--- config.mk ---
export PLATFORM = sky130hd
export DESIGN_NAME = symbol_draw_scheduler_flat
export DESIGN_NICKNAME = d
export VERILOG_FILES = /design/src/rtl/sym_sched_pkg.sv /design/src/rtl/symbol_draw_scheduler_if.sv /design/src/rtl/symbol_draw_scheduler.sv /design/src/flat_wrapper.sv
export SDC_FILE = /design/constraint.sdc
export NUM_CORES = 1
export LEC_CHECK = 0
export CAP_MARGIN = 20
export CORE_MARGIN = 1
export CORE_UTILIZATION = 39
export DETAILED_ROUTE_END_ITERATION = 8
export PLACE_DENSITY = 0.76
export SKIP_LAST_GASP = 1
export SLEW_MARGIN = 10
export SYNTH_ARGS = -nofsm -noshare
export SYNTH_HDL_FRONTEND = slang
export SYNTH_SLANG_ARGS = --single-unit
--- constraint.sdc ---
create_clock -name i_clk -period 1.6 [get_ports i_clk]
set_input_delay 0.32 -clock i_clk [delete_from_list [all_inputs] [get_ports i_clk]]
set_output_delay 0.32 -clock i_clk [all_outputs]
set_load 0.03 [all_outputs]
--- src/rtl/sym_sched_pkg.sv ---
// Shared types and constants for the per-frame symbol draw scheduler.
`default_nettype none

package sym_sched_pkg;

  localparam int NUM_SYM     = 8;
  localparam int SYM_ID_BITS = 3;

  typedef struct packed {
    logic [9:0] x;
    logic [9:0] y;
    logic [7:0] w;
    logic [7:0] h;
    logic [3:0] color;
  } sym_attr_t;

  localparam int ATTR_BITS = $bits(sym_attr_t);

  typedef enum logic [2:0] {
    ST_IDLE      = 3'd0,
    ST_SCAN      = 3'd1,
    ST_FETCH     = 3'd2,
    ST_ISSUE     = 3'd3,
    ST_WAIT_DONE = 3'd4,
    ST_DONE      = 3'd5
  } sched_state_t;

endpackage

`default_nettype wire

--- src/rtl/symbol_draw_scheduler_if.sv ---
// Draw-job channel between the scheduler (master) and the drawing engine (slave).
`default_nettype none

interface symbol_draw_scheduler_if #(
  parameter int SYM_ID_BITS = sym_sched_pkg::SYM_ID_BITS,
  parameter int ATTR_BITS   = sym_sched_pkg::ATTR_BITS
) ();

  logic                   draw_valid;
  logic                   draw_ready;
  logic [SYM_ID_BITS-1:0] draw_sym_id;
  logic [ATTR_BITS-1:0]   draw_attr;
  logic                   draw_done;

  modport master (
    output draw_valid,
    output draw_sym_id,
    output draw_attr,
    input  draw_ready,
    input  draw_done
  );

  modport slave (
    input  draw_valid,
    input  draw_sym_id,
    input  draw_attr,
    output draw_ready,
    output draw_done
  );

endinterface

`default_nettype wire

--- src/rtl/symbol_draw_scheduler.sv ---
// Walks the valid-symbol mask once per frame, fetching each slot's attributes
// and issuing one draw job per valid slot, waiting for completion before moving on.
`default_nettype none

module symbol_draw_scheduler #(
  parameter int NUM_SYM     = sym_sched_pkg::NUM_SYM,
  parameter int SYM_ID_BITS = sym_sched_pkg::SYM_ID_BITS,
  parameter int ATTR_BITS   = sym_sched_pkg::ATTR_BITS
) (
  input  wire logic                   i_clk,
  input  wire logic                   n_btn_rst,
  input  wire logic                   sched_en,
  input  wire logic                   frame_start,
  input  wire logic [NUM_SYM-1:0]     valid_prog_idx,
  output      logic [SYM_ID_BITS-1:0] rd_idx,
  input  wire logic [ATTR_BITS-1:0]   rd_data,
  symbol_draw_scheduler_if.master     draw_if,
  output      logic                   busy,
  output      logic                   frame_done,
  output      logic                   frame_overrun,
  output      logic [SYM_ID_BITS:0]   sym_count
);

  import sym_sched_pkg::*;

  localparam logic [SYM_ID_BITS-1:0] LAST_IDX = SYM_ID_BITS'(NUM_SYM - 1);

  sched_state_t           state_q,         state_d;
  logic [SYM_ID_BITS-1:0] idx_q,           idx_d;
  logic [NUM_SYM-1:0]     mask_q,          mask_d;
  logic [SYM_ID_BITS:0]   sym_count_q,     sym_count_d;
  logic                   draw_valid_q,    draw_valid_d;
  logic [SYM_ID_BITS-1:0] draw_sym_id_q,   draw_sym_id_d;
  logic [ATTR_BITS-1:0]   draw_attr_q,     draw_attr_d;
  logic                   frame_done_q,    frame_done_d;
  logic                   frame_overrun_q, frame_overrun_d;

  always_ff @(posedge i_clk or negedge n_btn_rst) begin
    if (!n_btn_rst) begin
      state_q         <= ST_IDLE;
      idx_q           <= '0;
      mask_q          <= '0;
      sym_count_q     <= '0;
      draw_valid_q    <= 1'b0;
      draw_sym_id_q   <= '0;
      draw_attr_q     <= '0;
      frame_done_q    <= 1'b0;
      frame_overrun_q <= 1'b0;
    end else begin
      state_q         <= state_d;
      idx_q           <= idx_d;
      mask_q          <= mask_d;
      sym_count_q     <= sym_count_d;
      draw_valid_q    <= draw_valid_d;
      draw_sym_id_q   <= draw_sym_id_d;
      draw_attr_q     <= draw_attr_d;
      frame_done_q    <= frame_done_d;
      frame_overrun_q <= frame_overrun_d;
    end
  end

  always_comb begin
    state_d       = state_q;
    idx_d         = idx_q;
    mask_d        = mask_q;
    sym_count_d   = sym_count_q;
    draw_valid_d  = draw_valid_q;
    draw_sym_id_d = draw_sym_id_q;
    draw_attr_d   = draw_attr_q;
    frame_done_d  = 1'b0;
    // DONE counts as busy, so a strobe landing there is an overrun, not a restart
    frame_overrun_d = frame_start && (state_q != ST_IDLE);

    unique case (state_q)
      ST_IDLE: begin
        if (frame_start && sched_en) begin
          mask_d      = valid_prog_idx;
          idx_d       = '0;
          sym_count_d = '0;
          state_d     = ST_SCAN;
        end
      end
      ST_SCAN: begin
        if (mask_q[idx_q]) begin
          state_d = ST_FETCH;
        end else if (idx_q == LAST_IDX) begin
          state_d      = ST_DONE;
          frame_done_d = 1'b1;
        end else begin
          idx_d = idx_q + 1'b1;
        end
      end
      ST_FETCH: begin
        draw_attr_d   = rd_data;
        draw_sym_id_d = idx_q;
        draw_valid_d  = 1'b1;
        state_d       = ST_ISSUE;
      end
      ST_ISSUE: begin
        if (draw_if.draw_ready) begin
          draw_valid_d = 1'b0;
          state_d      = ST_WAIT_DONE;
        end
      end
      ST_WAIT_DONE: begin
        if (draw_if.draw_done) begin
          sym_count_d = sym_count_q + 1'b1;
          if (idx_q == LAST_IDX) begin
            state_d      = ST_DONE;
            frame_done_d = 1'b1;
          end else begin
            idx_d   = idx_q + 1'b1;
            state_d = ST_SCAN;
          end
        end
      end
      ST_DONE: begin
        state_d = ST_IDLE;
      end
      default: begin
        state_d = ST_IDLE;
      end
    endcase
  end

  assign rd_idx              = idx_q;
  assign draw_if.draw_valid  = draw_valid_q;
  assign draw_if.draw_sym_id = draw_sym_id_q;
  assign draw_if.draw_attr   = draw_attr_q;
  assign busy                = (state_q != ST_IDLE);
  assign frame_done          = frame_done_q;
  assign frame_overrun       = frame_overrun_q;
  assign sym_count           = sym_count_q;

endmodule

`default_nettype wire

--- src/flat_wrapper.sv ---
// flat-port wrapper written by rule: the top's interface ports become plain ports
module symbol_draw_scheduler_flat import sym_sched_pkg::*;
#(
  parameter int NUM_SYM     = sym_sched_pkg::NUM_SYM,
  parameter int SYM_ID_BITS = sym_sched_pkg::SYM_ID_BITS,
  parameter int ATTR_BITS   = sym_sched_pkg::ATTR_BITS
)
  (i_clk, n_btn_rst, sched_en, frame_start, valid_prog_idx, rd_idx, rd_data, busy, frame_done, frame_overrun, sym_count, draw_if_draw_valid, draw_if_draw_sym_id, draw_if_draw_attr, draw_if_draw_ready, draw_if_draw_done);
  symbol_draw_scheduler_if #(.SYM_ID_BITS(SYM_ID_BITS), .ATTR_BITS(ATTR_BITS)) draw_if_i ();
  input  wire logic i_clk;
  input  wire logic n_btn_rst;
  input  wire logic sched_en;
  input  wire logic frame_start;
  input  wire logic [NUM_SYM-1:0] valid_prog_idx;
  output      logic [SYM_ID_BITS-1:0] rd_idx;
  input  wire logic [ATTR_BITS-1:0] rd_data;
  output      logic busy;
  output      logic frame_done;
  output      logic frame_overrun;
  output      logic [SYM_ID_BITS:0] sym_count;
  output wire logic [$bits(draw_if_i.draw_valid)-1:0] draw_if_draw_valid;
  output wire logic [$bits(draw_if_i.draw_sym_id)-1:0] draw_if_draw_sym_id;
  output wire logic [$bits(draw_if_i.draw_attr)-1:0] draw_if_draw_attr;
  input wire logic [$bits(draw_if_i.draw_ready)-1:0] draw_if_draw_ready;
  input wire logic [$bits(draw_if_i.draw_done)-1:0] draw_if_draw_done;
  assign draw_if_draw_valid = draw_if_i.draw_valid;
  assign draw_if_draw_sym_id = draw_if_i.draw_sym_id;
  assign draw_if_draw_attr = draw_if_i.draw_attr;
  assign draw_if_i.draw_ready = draw_if_draw_ready;
  assign draw_if_i.draw_done = draw_if_draw_done;
  symbol_draw_scheduler #(.NUM_SYM(NUM_SYM), .SYM_ID_BITS(SYM_ID_BITS), .ATTR_BITS(ATTR_BITS)) u_core (.i_clk(i_clk), .n_btn_rst(n_btn_rst), .sched_en(sched_en), .frame_start(frame_start), .valid_prog_idx(valid_prog_idx), .rd_idx(rd_idx), .rd_data(rd_data), .draw_if(draw_if_i), .busy(busy), .frame_done(frame_done), .frame_overrun(frame_overrun), .sym_count(sym_count));
endmodule
## After elaboration in Yosys (flattened, before gate mapping)

Cells that the tools add are included.

- Logic and storage cells: 57
- Bits of input ports: 54
- Output and inout bits: 54
- Register bits after elaboration: 64

- $lt $le $gt $ge: 1
- Mux-type cells: 23
- Add/sub/neg operators: 2
- Equality and inequality tests: 10
- Reduce and logical (&&, ||, !) cells: 12

Operator list:

| cell | count |
|---|---|
| $mux W3 | 10 |
| $pmux W3 S5 | 1 |
| $pmux W3 S3 | 1 |
| $mux W4 | 2 |
| $pmux W4 S2 | 1 |
| $reduce_and A4 Y1 | 2 |
| $eq A3 B2 Y1 const B | 2 |
| $eq A3 B3 Y1 const B | 2 |
| $ne A2 B2 Y1 const B | 3 |
| $reduce_bool A3 Y1 | 2 |
| $mux W1 | 5 |
| $add A4 B1 Y4 const B | 1 |
| $lt A3 B4 Y1 const B | 1 |
| $pmux W1 S2 | 2 |
| $reduce_and A2 Y1 | 2 |
| $reduce_bool A2 Y1 | 2 |
| $add A3 B1 Y3 const B | 1 |
| $bmux W1 S3 | 1 |
| $eq A3 B1 Y1 const B | 1 |
| $logic_not A3 Y1 | 1 |
| $ne A3 B1 Y1 const B | 1 |
| $reduce_and A3 Y1 | 1 |
| $logic_and A1 B1 Y1 | 2 |
| $ne A2 B1 Y1 const B | 1 |

## Logic depth before layout (Yosys ltp)

Gate-level depths: netlist of the first run.

- Depth after elaboration: 4
- Gate-level depth with buffers: 6
- Mapped depth without buffers: 6

## Least setup slack after synthesis of the first run

Ideal clock, no wire load.

- Path kind: register to register
- Start point: reg u_core.state_q[1]
- End point: reg u_core.mask_q[0]
- Cell stages (with the launch flop): 6
- Path slack: -0.251 ns
- Path buffers: 2
- Setup time: 0.125 ns
- Required time: 1.475 ns
- Arrival time: 1.726 ns
- Path through: dfrtp_1 buf_2 or3_1 nor2_2 buf_4 mux2_2

- Cells in the longest elaborated chain, start to end: 2

Ends and longest elaborated chain:

| what | line | source |
|---|---|---|
| start, declared | symbol_draw_scheduler.sv:28 | `sched_state_t state_q, state_d;` |
| start signal, assigned | symbol_draw_scheduler.sv:50 | `state_q <= state_d;` |
| $logic_not A3 Y1 | symbol_draw_scheduler.sv:74 | `unique case (state_q)` |
| $reduce_and A2 Y1 (no line) | -- |  |
| end signal, assigned | symbol_draw_scheduler.sv:52 | `mask_q <= mask_d;` |
| end, declared | symbol_draw_scheduler.sv:30 | `logic [NUM_SYM-1:0] mask_q, mask_d;` |

Every way passes these cells.
A chain may end at the register's enable or synchronous reset.

## Worst setup path in the final report of the first run

- Start point: reg u_core.idx_q[0] (netlist: u_core.rd_idx[0])
- End point: reg u_core.idx_q[0] (netlist: u_core.rd_idx[0])

- Cells in the longest elaborated chain, start to end: 4
- Elaborated cells between the ends (all ways): 10
- Those cells by class: 1 x add/sub; 2 x eq/ne; 6 x mux; 1 x reduce/logical

Ends and longest elaborated chain:

| what | line | source |
|---|---|---|
| start, declared | symbol_draw_scheduler.sv:29 | `logic [SYM_ID_BITS-1:0] idx_q, idx_d;` |
| start signal, assigned | symbol_draw_scheduler.sv:51 | `idx_q <= idx_d;` |
| $add A3 B1 Y3, or another cell as far along | symbol_draw_scheduler.sv:90, symbol_draw_scheduler.sv:112 |  |
| $mux W3 / $mux W1 (equally long branches) | symbol_draw_scheduler.sv:86, symbol_draw_scheduler.sv:108, symbol_draw_scheduler.sv:84 |  |
| $mux W3, or another cell as far along | symbol_draw_scheduler.sv:106 | `if (draw_if.draw_done) begin` |
| $pmux W3 S3 / $reduce_and A4 Y1 (equally long branches) | -- |  |

Parallel ways exist; a longest one is shown, timed or not. The select of a mux whose other input is x is not followed.

==> results.cfg, run 1 <==
[outcome]
status = complete, but fails checks
violations = negative setup slack

[cts]
h-tree-depth = 3
cts_tree = yes
clk_root_buffer_cell = clkbuf_8
clk_pin_slew_ns = 0.08
cts_sinks = 64
cts_max_path_buffers = 2
cts_buffers = 9
clk_latency_ns = 0.35

[yosys]
synth_top_family_by_area = multiplexers
yosysWarnings = 0
synth.most_common_cell = dfrtp_1
synth_edf_count = 0
syn-cell-area_sq_um = 2710
synth.distinct_cells = 38
syn_nets = 246
yosys.area_share.simple_pct = 7.10
yosys-top-cells-count = dfrtp_1, mux2_2, nand2_1
synth_xor_area_share_pct = 0.968
synth_compound_area_share_pct = 5.26
avgSynthCellArea_sq_um = 14.4
ys_ff_latch = 64
synthTopCellsByArea = dfrtp_1, mux2_2, mux2i_1
yosysTopAreaCellShare_pct = 59.0
synthMuxAreaShare_pct = 24.0
ys_async_sr_fraction_pct = 100
yosys.area.top_type = dfrtp_1
yosys.area_share.adder_pct = 1.38
ys.flop_type = dfrtp_1
ys_seq_area_share_pct = 59.0
synthCells = 189

[timing]
slew_headroom_pct = 77.1
clock.fmax_mhz = 600
fin_setup_tns_ns = -0.747
maxSlewViolCount = 0
fin_crit_sh_pct = 104
worst_pin_slew_ns = 0.344
setup_violations = 27
finalClockSkew_ns = 0.0139
period_minus_slack_ns = 1.67
finalHoldViolCount = 0
worst_slack_ns = -0.0664
rsz0062_at_grt = yes
hold_ws_ns = 0.476

[drt]
drt_wl_total_mm = 6.80
drt_iter0_markers = 98
via_per_inst = 5.01
drc = 0
detail-route-antenna-nets = 0
vias = 2063
wl_per_cell_um = 16.5
drt_pass1_iterations = 4

[floorplan]
initial_core_util_pct = 40.2
dieWidth_um = 85.4
dieArea_sq_um = 7300
boundaryPins = 108
row_count = 30
core_sq_um = 6760
die_y_um = 85.4

[setup_path]
crit_chain = mux2i_1 > a22o_1 > o32ai_4 > mux2_4
end_kind = flop
worstSetupPathType = reg2reg
cp_max_fo = 8
cpLargestDelayFamily = compound AO/OA/AOI/OAI gates
max_stage_delay_ns = 0.48
critPathArrivalTime_ns = 1.90
worstPathRequired_ns = 1.84
startpoint_type = flop
critical_path.slowest_cell = dfrtp_2
critPathBufInv = 0

[layout]
stdcell_area_sq_um = 4520
fillers = 523
area_delta_synth_final_pct = 66.7
drive_gt1_share_pct = 34.3
nets = 385
antennaDiodeCount = 0

[global_route]
grt_pass1_wl_mm = 11.1
grt_pass1_vias = 2223
track_usage_pct = 20.2
antenna_found_initial = 0
grt_max_degree = 65
globalRoute.totalOverflow = 0

[placed_design]
port_buffers = 107
gp_congestion = 0.782
place_area_sq_um = 4030
hpwl_mm = 4.30

[power_and_ir_drop]
ir_worst_vdd_mv = 1.09
power_leakage_uw = 0.00216
power_uw = 9610
power.density_nw_per_um2 = 2130

[job]
cap_viol_max_count = 0

[hold_path]
hp-class = reg2reg
[state kept, by name (all words and copies together), names as in the netlist]
name	cells
u_core.draw_if.draw_valid	1
u_core.mask_q	8
u_core.state_q	3
u_core.rd_idx	3
u_core.draw_if.draw_sym_id	3
u_core.frame_done	1
u_core.frame_overrun	1
u_core.sym_count	4
u_core.draw_if.draw_attr	40
[per-stage QoR]
step	instances	util (%)	setup WS, ns
after detailed placement	383	59.6	-0.130
after floorplan	189	-	-0.130
after global placement	383	59.6	-0.0913
final	412	66.9	-0.0664
after CTS	409	65.4	-0.199
after global routing	412	66.9	-0.145
[cell type report]
| type | instances | area (sq um) | area share [%] |
|---|---|---|---|
| Tap cell | 80 | 100 | 2.21 |
| Sequential cell | 64 | 1610 | 35.5 |
| Clock inverter | 6 | 37.5 | 0.830 |
| Timing Repair Buffer | 137 | 1370 | 30.3 |
| Inverter | 2 | 7.51 | 0.166 |
| Multi-Input combinational cell | 114 | 1280 | 28.2 |
| Clock buffer | 9 | 124 | 2.74 |
[worst paths after layout]
check,startpoint,end,slack (ns),depth (start not counted)
setup reg to reg,u_core.rd_idx[0]$_DFFE_PN0P_,u_core.rd_idx[0]$_DFFE_PN0P_,-0.07,4
hold / removal,u_core.draw_if.draw_valid$_DFFE_PN0P_,u_core.draw_if.draw_valid$_DFFE_PN0P_,0.48,1
hold reg to reg,u_core.draw_if.draw_valid$_DFFE_PN0P_,u_core.draw_if.draw_valid$_DFFE_PN0P_,0.48,1
max in group asynchronous,n_btn_rst,u_core.rd_idx[1]$_DFFE_PN0P_,0.79,3
setup / recovery,u_core.rd_idx[0]$_DFFE_PN0P_,u_core.rd_idx[0]$_DFFE_PN0P_,-0.07,4
min in group asynchronous,n_btn_rst,u_core.draw_if.draw_attr[21]$_DFFE_PN0P_,0.51,3
[layout by cell type, fill, tap and decap left out, types with 3 or more instances in the layout]
| master | n |
|---|---|
| dfrtp_1 | 61 |
| mux2_4 | 52 |
| clkdlybuf4s50_1 | 52 |
| dlygate4sd2_1 | 50 |
| buf_4 | 14 |
| nand2_1 | 10 |
| clkbuf_8 | 9 |
| nor2_1 | 7 |
| buf_6 | 5 |
| buf_12 | 5 |
| mux2i_1 | 4 |
| clkinv_2 | 4 |
| ha_1 | 3 |
| buf_16 | 3 |
| clkbuf_2 | 3 |
| dfrtp_2 | 3 |
[metal layers]
layer | global-route usage, % | vias to the layer above | share of wire [%]
met4 | 9.24 | 0 | 2.1
li1 | - | 956 | -
met2 | 32.3 | 75 | 48
met1 | 25.3 | 1021 | 43
met5 | 0 | - | 0
met3 | 6.13 | 11 | 6.3
[power breakdown]
part | internal (uW) | switching, uW | total (uW)
logic | 2870 | 2740 | 5610
registers | 2390 | 443 | 2830
clock network | 546 | 625 | 1170
[what timing repair did]
| item | 4_1_cts | 5_1_grt |
|---|---|---|
| gates cloned | 3 | 0 |
| pin swaps | 4 | 8 |
| setup buffers | 7 | 4 |
| hold buffers | 1 | 0 |
| endpoints found under the hold margin | 49 | 0 |
| setup endpoints to repair | 95 | 62 |
| gates resized for setup | 95 | 29 |
[worst reg2reg max path, delay by kind of cell (launching register included)]
family,cells,cell delay (ns)
muxes,2,0.49
AOI/OAI and AO/OA,2,0.59
DFF,1,0.48
[cell families after synthesis]
| family | count (synthesis) |
|---|---|
| compound gates | 16 |
| xor+xnor | 3 |
| buf+inv | 11 |
| mux | 58 |
| simple gates | 34 |
| flops | 64 |
| fa+ha+maj | 3 |
(Power assumes the default switching activity.)
==> run 2: changes to the inputs <==
CORE_MARGIN = 5   (was 1)
CORE_UTILIZATION = 55   (was 39)
DONT_BUFFER_PORTS = 1   (was not set)
PLACE_DENSITY = 0.73   (was 0.76)
==> results.cfg, run 2 (synthesis gave the netlist of run 1 again) <==
[floorplan]
boundaryPins = 108
initial_core_util_pct = 57.1
die_y_um = 80.2
row_count = 25
dieArea_sq_um = 6440
core_sq_um = 4750
dieWidth_um = 80.2

[setup_path]
cpLargestDelayFamily = flip-flops
max_stage_delay_ns = 0.42
worstPathRequired_ns = 1.28
cp_max_fo = 4
critPathBufInv = 1
path_depth = 2
worstSetupPathType = reg2out
r2r-start = u_core.state_q[2]$_DFFE_PN0P_
reg2reg_depth = 4
startpoint_type = flop
crit_chain = or3_4 > buf_6
critPathArrivalTime_ns = 1.32
critical_path.slowest_cell = dfrtp_1
end_kind = output pin
critPathLaunch = u_core.state_q[2]$_DFFE_PN0P_

[drt]
drt_wl_total_mm = 5.90
via_per_inst = 5.63
detail-route-antenna-nets = 0
drc = 0
vias = 1605
wl_per_cell_um = 20.7
drt_iter0_markers = 86
drt_pass1_iterations = 4

[timing]
worst_slack_ns = -0.0391
hold_ws_ns = -0.322
rsz0062_at_grt = yes
slew_headroom_pct = 77.3
clock.fmax_mhz = 610
finalClockSkew_ns = 0.00697
period_minus_slack_ns = 1.64
worst_pin_slew_ns = 0.340
setup_violations = 3
maxSlewViolCount = 0
fin_crit_sh_pct = 102
finalHoldViolCount = 64

[placed_design]
port_buffers = 0
gp_congestion = 0.746
place_area_sq_um = 2960
pre_cts_ws_ns = -0.0261
hpwl_mm = 4.23

[global_route]
antenna_found_initial = 0
track_usage_pct = 19.3
grt_max_degree = 65
grt_pass1_wl_mm = 9.37
grt_pass1_vias = 1769
globalRoute.totalOverflow = 0

[layout]
final_cell_mix = dfrtp_1, mux2_2, mux2_4
largest_reg_flops = 40
drive_gt1_share_pct = 48.6
area_delta_synth_final_pct = 22.3
antennaDiodeCount = 0
nets = 272
layout_commonest_cell = dfrtp_1
stdcell_area_sq_um = 3320
fillers = 335

[hold_path]
hp-class = in2async

[power_and_ir_drop]
power.density_nw_per_um2 = 2520
power_leakage_uw = 0.00149
ir_worst_vdd_mv = 1.20
power_uw = 8350

[cts]
h-tree-depth = 3
cts_sinks = 64
cts_max_path_buffers = 2
clk_root_buffer_cell = clkbuf_8
cts_buffers = 9
cts_tree = yes
clk_latency_ns = 0.33
clk_pin_slew_ns = 0.06

[outcome]
violations = negative hold slack, negative setup slack
status = complete, but fails checks

[job]
cap_viol_max_count = 0
run 2: changes by cell type in the layout (fill, tap and decap cells not counted), sizes merged:
cell | previous run | this run
bufinv | 0 | 1
clkdlybuf4s15 | 1 | 0
dlygate4sd2 | 50 | 0
clkinv | 6 | 1
clkdlybuf4s50 | 52 | 0
buf | 30 | 23
dlygate4sd3 | 1 | 0
clkinvlp | 0 | 1
run 2: cell type report:
| cell class | count | area (sq um) | area share (%) |
|---|---|---|---|
| Timing Repair Buffer | 24 | 282 | 8.48 |
| Clock inverter | 3 | 42.5 | 1.28 |
| Clock buffer | 11 | 151 | 4.56 |
| Inverter | 2 | 7.51 | 0.226 |
| Tap cell | 67 | 83.8 | 2.53 |
| Sequential cell | 64 | 1610 | 48.4 |
| Multi-Input combinational cell | 114 | 1150 | 34.5 |
run 2: where the power goes:
part | total [uW] | switching [uW] | internal, uW | leakage, uW
sequential | 4120 | 1740 | 2370 | 0.000774
clock | 1340 | 556 | 784 | 0.0000973
combinational | 2890 | 1150 | 1740 | 0.000618
total | 8350 | 3450 | 4900 | 0.00149
run 2: worst paths after layout:
check	endpoint	slack (ns)
max in group asynchronous	u_core.frame_done$_DFF_PN0_	1.81
setup reg to reg	u_core.mask_q[0]$_DFFE_PN0P_	-0.03
hold reg to reg	u_core.mask_q[2]$_DFFE_PN0P_	0.51
min in group i_clk	u_core.draw_if.draw_attr[3]$_DFFE_PN0P_	0.13
hold / removal	u_core.sym_count[0]$_DFFE_PN0P_	-0.32
setup / recovery	busy	-0.04
run 2: through the flow:
| step | std cells | setup TNS (ns) | utilization (%) |
|---|---|---|---|
| floorplan | 189 | -0.672 | - |
| global placement | 265 | 0 | 62.3 |
| detailed placement | 265 | -0.282 | 62.3 |
| CTS | 282 | -0.288 | 67.8 |
| global route | 285 | -0.619 | 69.8 |
| finish | 285 | -0.0854 | 69.8 |
run 2: metal layers:
metal,wire length [um],global-route usage (%),part of all wire [%],vias to the layer above
li1,-,-,-,727
met1,2180,21.0,37,793
met2,3020,32.2,51,77
met3,625,10.7,11,8
met4,71,5.91,1.2,0
met5,0,0,0,-
run 2: what timing repair did:
item	CTS	global route
setup buffers	2	2
endpoints found under the hold margin	64	64
pin swaps	2	2
gates resized for setup	4	18
cloned	1	1
endpoints found under the setup margin	29	56
==> run 3: changes to the inputs <==
SKIP_LAST_GASP = not set   (was 1)
==> results.cfg, run 3 (synthesis gave the netlist of run 1 again) <==
[global_route]
track_usage_pct = 19.4
antenna_found_initial = 0
grt_max_degree = 65
grt_pass1_wl_mm = 9.40
grt_pass1_vias = 1764
globalRoute.totalOverflow = 0

[floorplan]
row_count = 25
core_sq_um = 4750
boundaryPins = 108
dieArea_sq_um = 6440
initial_core_util_pct = 57.1
dieWidth_um = 80.2
die_y_um = 80.2

[placed_design]
gp_congestion = 0.746
pre_cts_ws_ns = -0.0261
place_area_sq_um = 2960
hpwl_mm = 4.23
port_buffers = 0

[layout]
fillers = 337
layout_commonest_cell = dfrtp_1
register_area_sq_um = 1610
final_cell_mix = dfrtp_1, mux2_2, mux2_4, buf_4, clkbuf_8
multi_input_area_sq_um = 1130
drive_gt1_share_pct = 48.6
post-route-util_pct = 69.3
largest_reg_flops = 40
nets = 272
stdcell_area_sq_um = 3300
area_delta_synth_final_pct = 21.4
antennaDiodeCount = 0

[timing]
setup_violations = 3
finalHoldViolCount = 64
clock.fmax_mhz = 610
worst_pin_slew_ns = 0.336
period_minus_slack_ns = 1.64
worst_slack_ns = -0.0394
hold_ws_ns = -0.324
slew_headroom_pct = 77.6
maxSlewViolCount = 0
finalClockSkew_ns = 0.00815
rsz0062_at_grt = yes
fin_crit_sh_pct = 102
fin_setup_tns_ns = -0.0652

[setup_path]
end_kind = output pin
max_stage_delay_ns = 0.42
worstSetupPathType = reg2out
startpoint_type = flop
r2r-start = u_core.rd_idx[0]$_DFFE_PN0P_
critical_path.slowest_cell = dfrtp_1
critPathArrivalTime_ns = 1.32
cp_max_fo = 4
crit_chain = or3_4 > buf_6
path_depth = 2
cpLargestDelayFamily = flip-flops
worstPathRequired_ns = 1.28
timing.rr.end = u_core.rd_idx[0]$_DFFE_PN0P_
reg2reg_depth = 4
rrSetupSlack_ns = -0.03
critPathLaunch = u_core.state_q[2]$_DFFE_PN0P_
crit_end = busy
critPathBufInv = 1

[power_and_ir_drop]
ir_worst_vdd_mv = 1.22
power.density_nw_per_um2 = 2520
power_leakage_uw = 0.00147

[drt]
detail-route-antenna-nets = 0
wl_per_cell_um = 20.7
drt_iter0_markers = 91
drt_pass1_iterations = 4
drc = 0
via_per_inst = 5.61
vias = 1598
drt_wl_total_mm = 5.89

[cts]
clk_latency_ns = 0.33
cts_sinks = 64
cts_buffers = 9
clk_pin_slew_ns = 0.07
cts_tree = yes
h-tree-depth = 3
clk_root_buffer_cell = clkbuf_8
cts_max_path_buffers = 2

[outcome]
status = complete, but fails checks
violations = negative hold slack, negative setup slack

[job]
cap_viol_max_count = 0

[hold_path]
hp-class = in2async
==> run 3: worst min path at each step <==
stage                                                     to       from  slack (ns)
finish                       u_core.sym_count[1]$_DFFE_PN0P_  n_btn_rst       -0.32
global route                 u_core.sym_count[1]$_DFFE_PN0P_  n_btn_rst       -0.35
CTS                 u_core.draw_if.draw_attr[26]$_DFFE_PN0P_  n_btn_rst       -0.35
detailed placement           u_core.sym_count[2]$_DFFE_PN0P_  n_btn_rst        0.03
global placement             u_core.sym_count[2]$_DFFE_PN0P_  n_btn_rst        0.03
floorplan            u_core.draw_if.draw_attr[0]$_DFFE_PN0P_  n_btn_rst        0.02
==> run 3: layer usage <==
metal	vias up	routed length, um	GRT usage [%]
met5	-	0	0
met4	0	52	5.41
met3	5	616	10.4
met2	71	3020	32.5
met1	794	2200	21.3
li1	728	-	-
==> run 3: repair_timing <==
| action | in CTS | in global routing |
|---|---|---|
| gates cloned | 1 | 1 |
| hold endpoints to repair | 64 | 64 |
| resized for setup | 5 | 11 |
| setup buffers | 2 | 2 |
| endpoints found under the setup margin | 29 | 56 |
| pin swaps | 2 | 2 |
==> run 3: layout make-up <==
| type | instances | area share, % |
|---|---|---|
| Sequential cell | 64 | 48.7 |
| Multi-Input combinational cell | 114 | 34.3 |
| Timing Repair Buffer | 24 | 8.31 |
| Clock buffer | 11 | 4.59 |
| Tap cell | 67 | 2.54 |
| Clock inverter | 3 | 1.29 |
| Inverter | 2 | 0.228 |
==> run 3: report_power, final <==
| group | internal, uW | switching, uW |
|---|---|---|
| sequential | 2370 | 1740 |
| clock | 784 | 561 |
| combinational | 1690 | 1130 |
==> run 3: stage by stage <==
step / cells / hold WS (ns) / total power (uW)
2_1_floorplan: 189 / 0.0244 / 5940
3_3_place_gp: 265 / 0.0259 / 6470
3_5_place_dp: 265 / 0.0260 / 6640
4_1_cts: 282 / -0.346 / 8220
5_1_grt: 285 / -0.354 / 8730
6_report: 285 / -0.324 / 8290
==> run 3: worst register-to-register path, stage by stage, from the launching register on <==
cell and delay (ns):
dfrtp_2 0.47, mux2i_1 0.16, a22o_1 0.29, o32ai_4 0.27, mux2_4 0.32
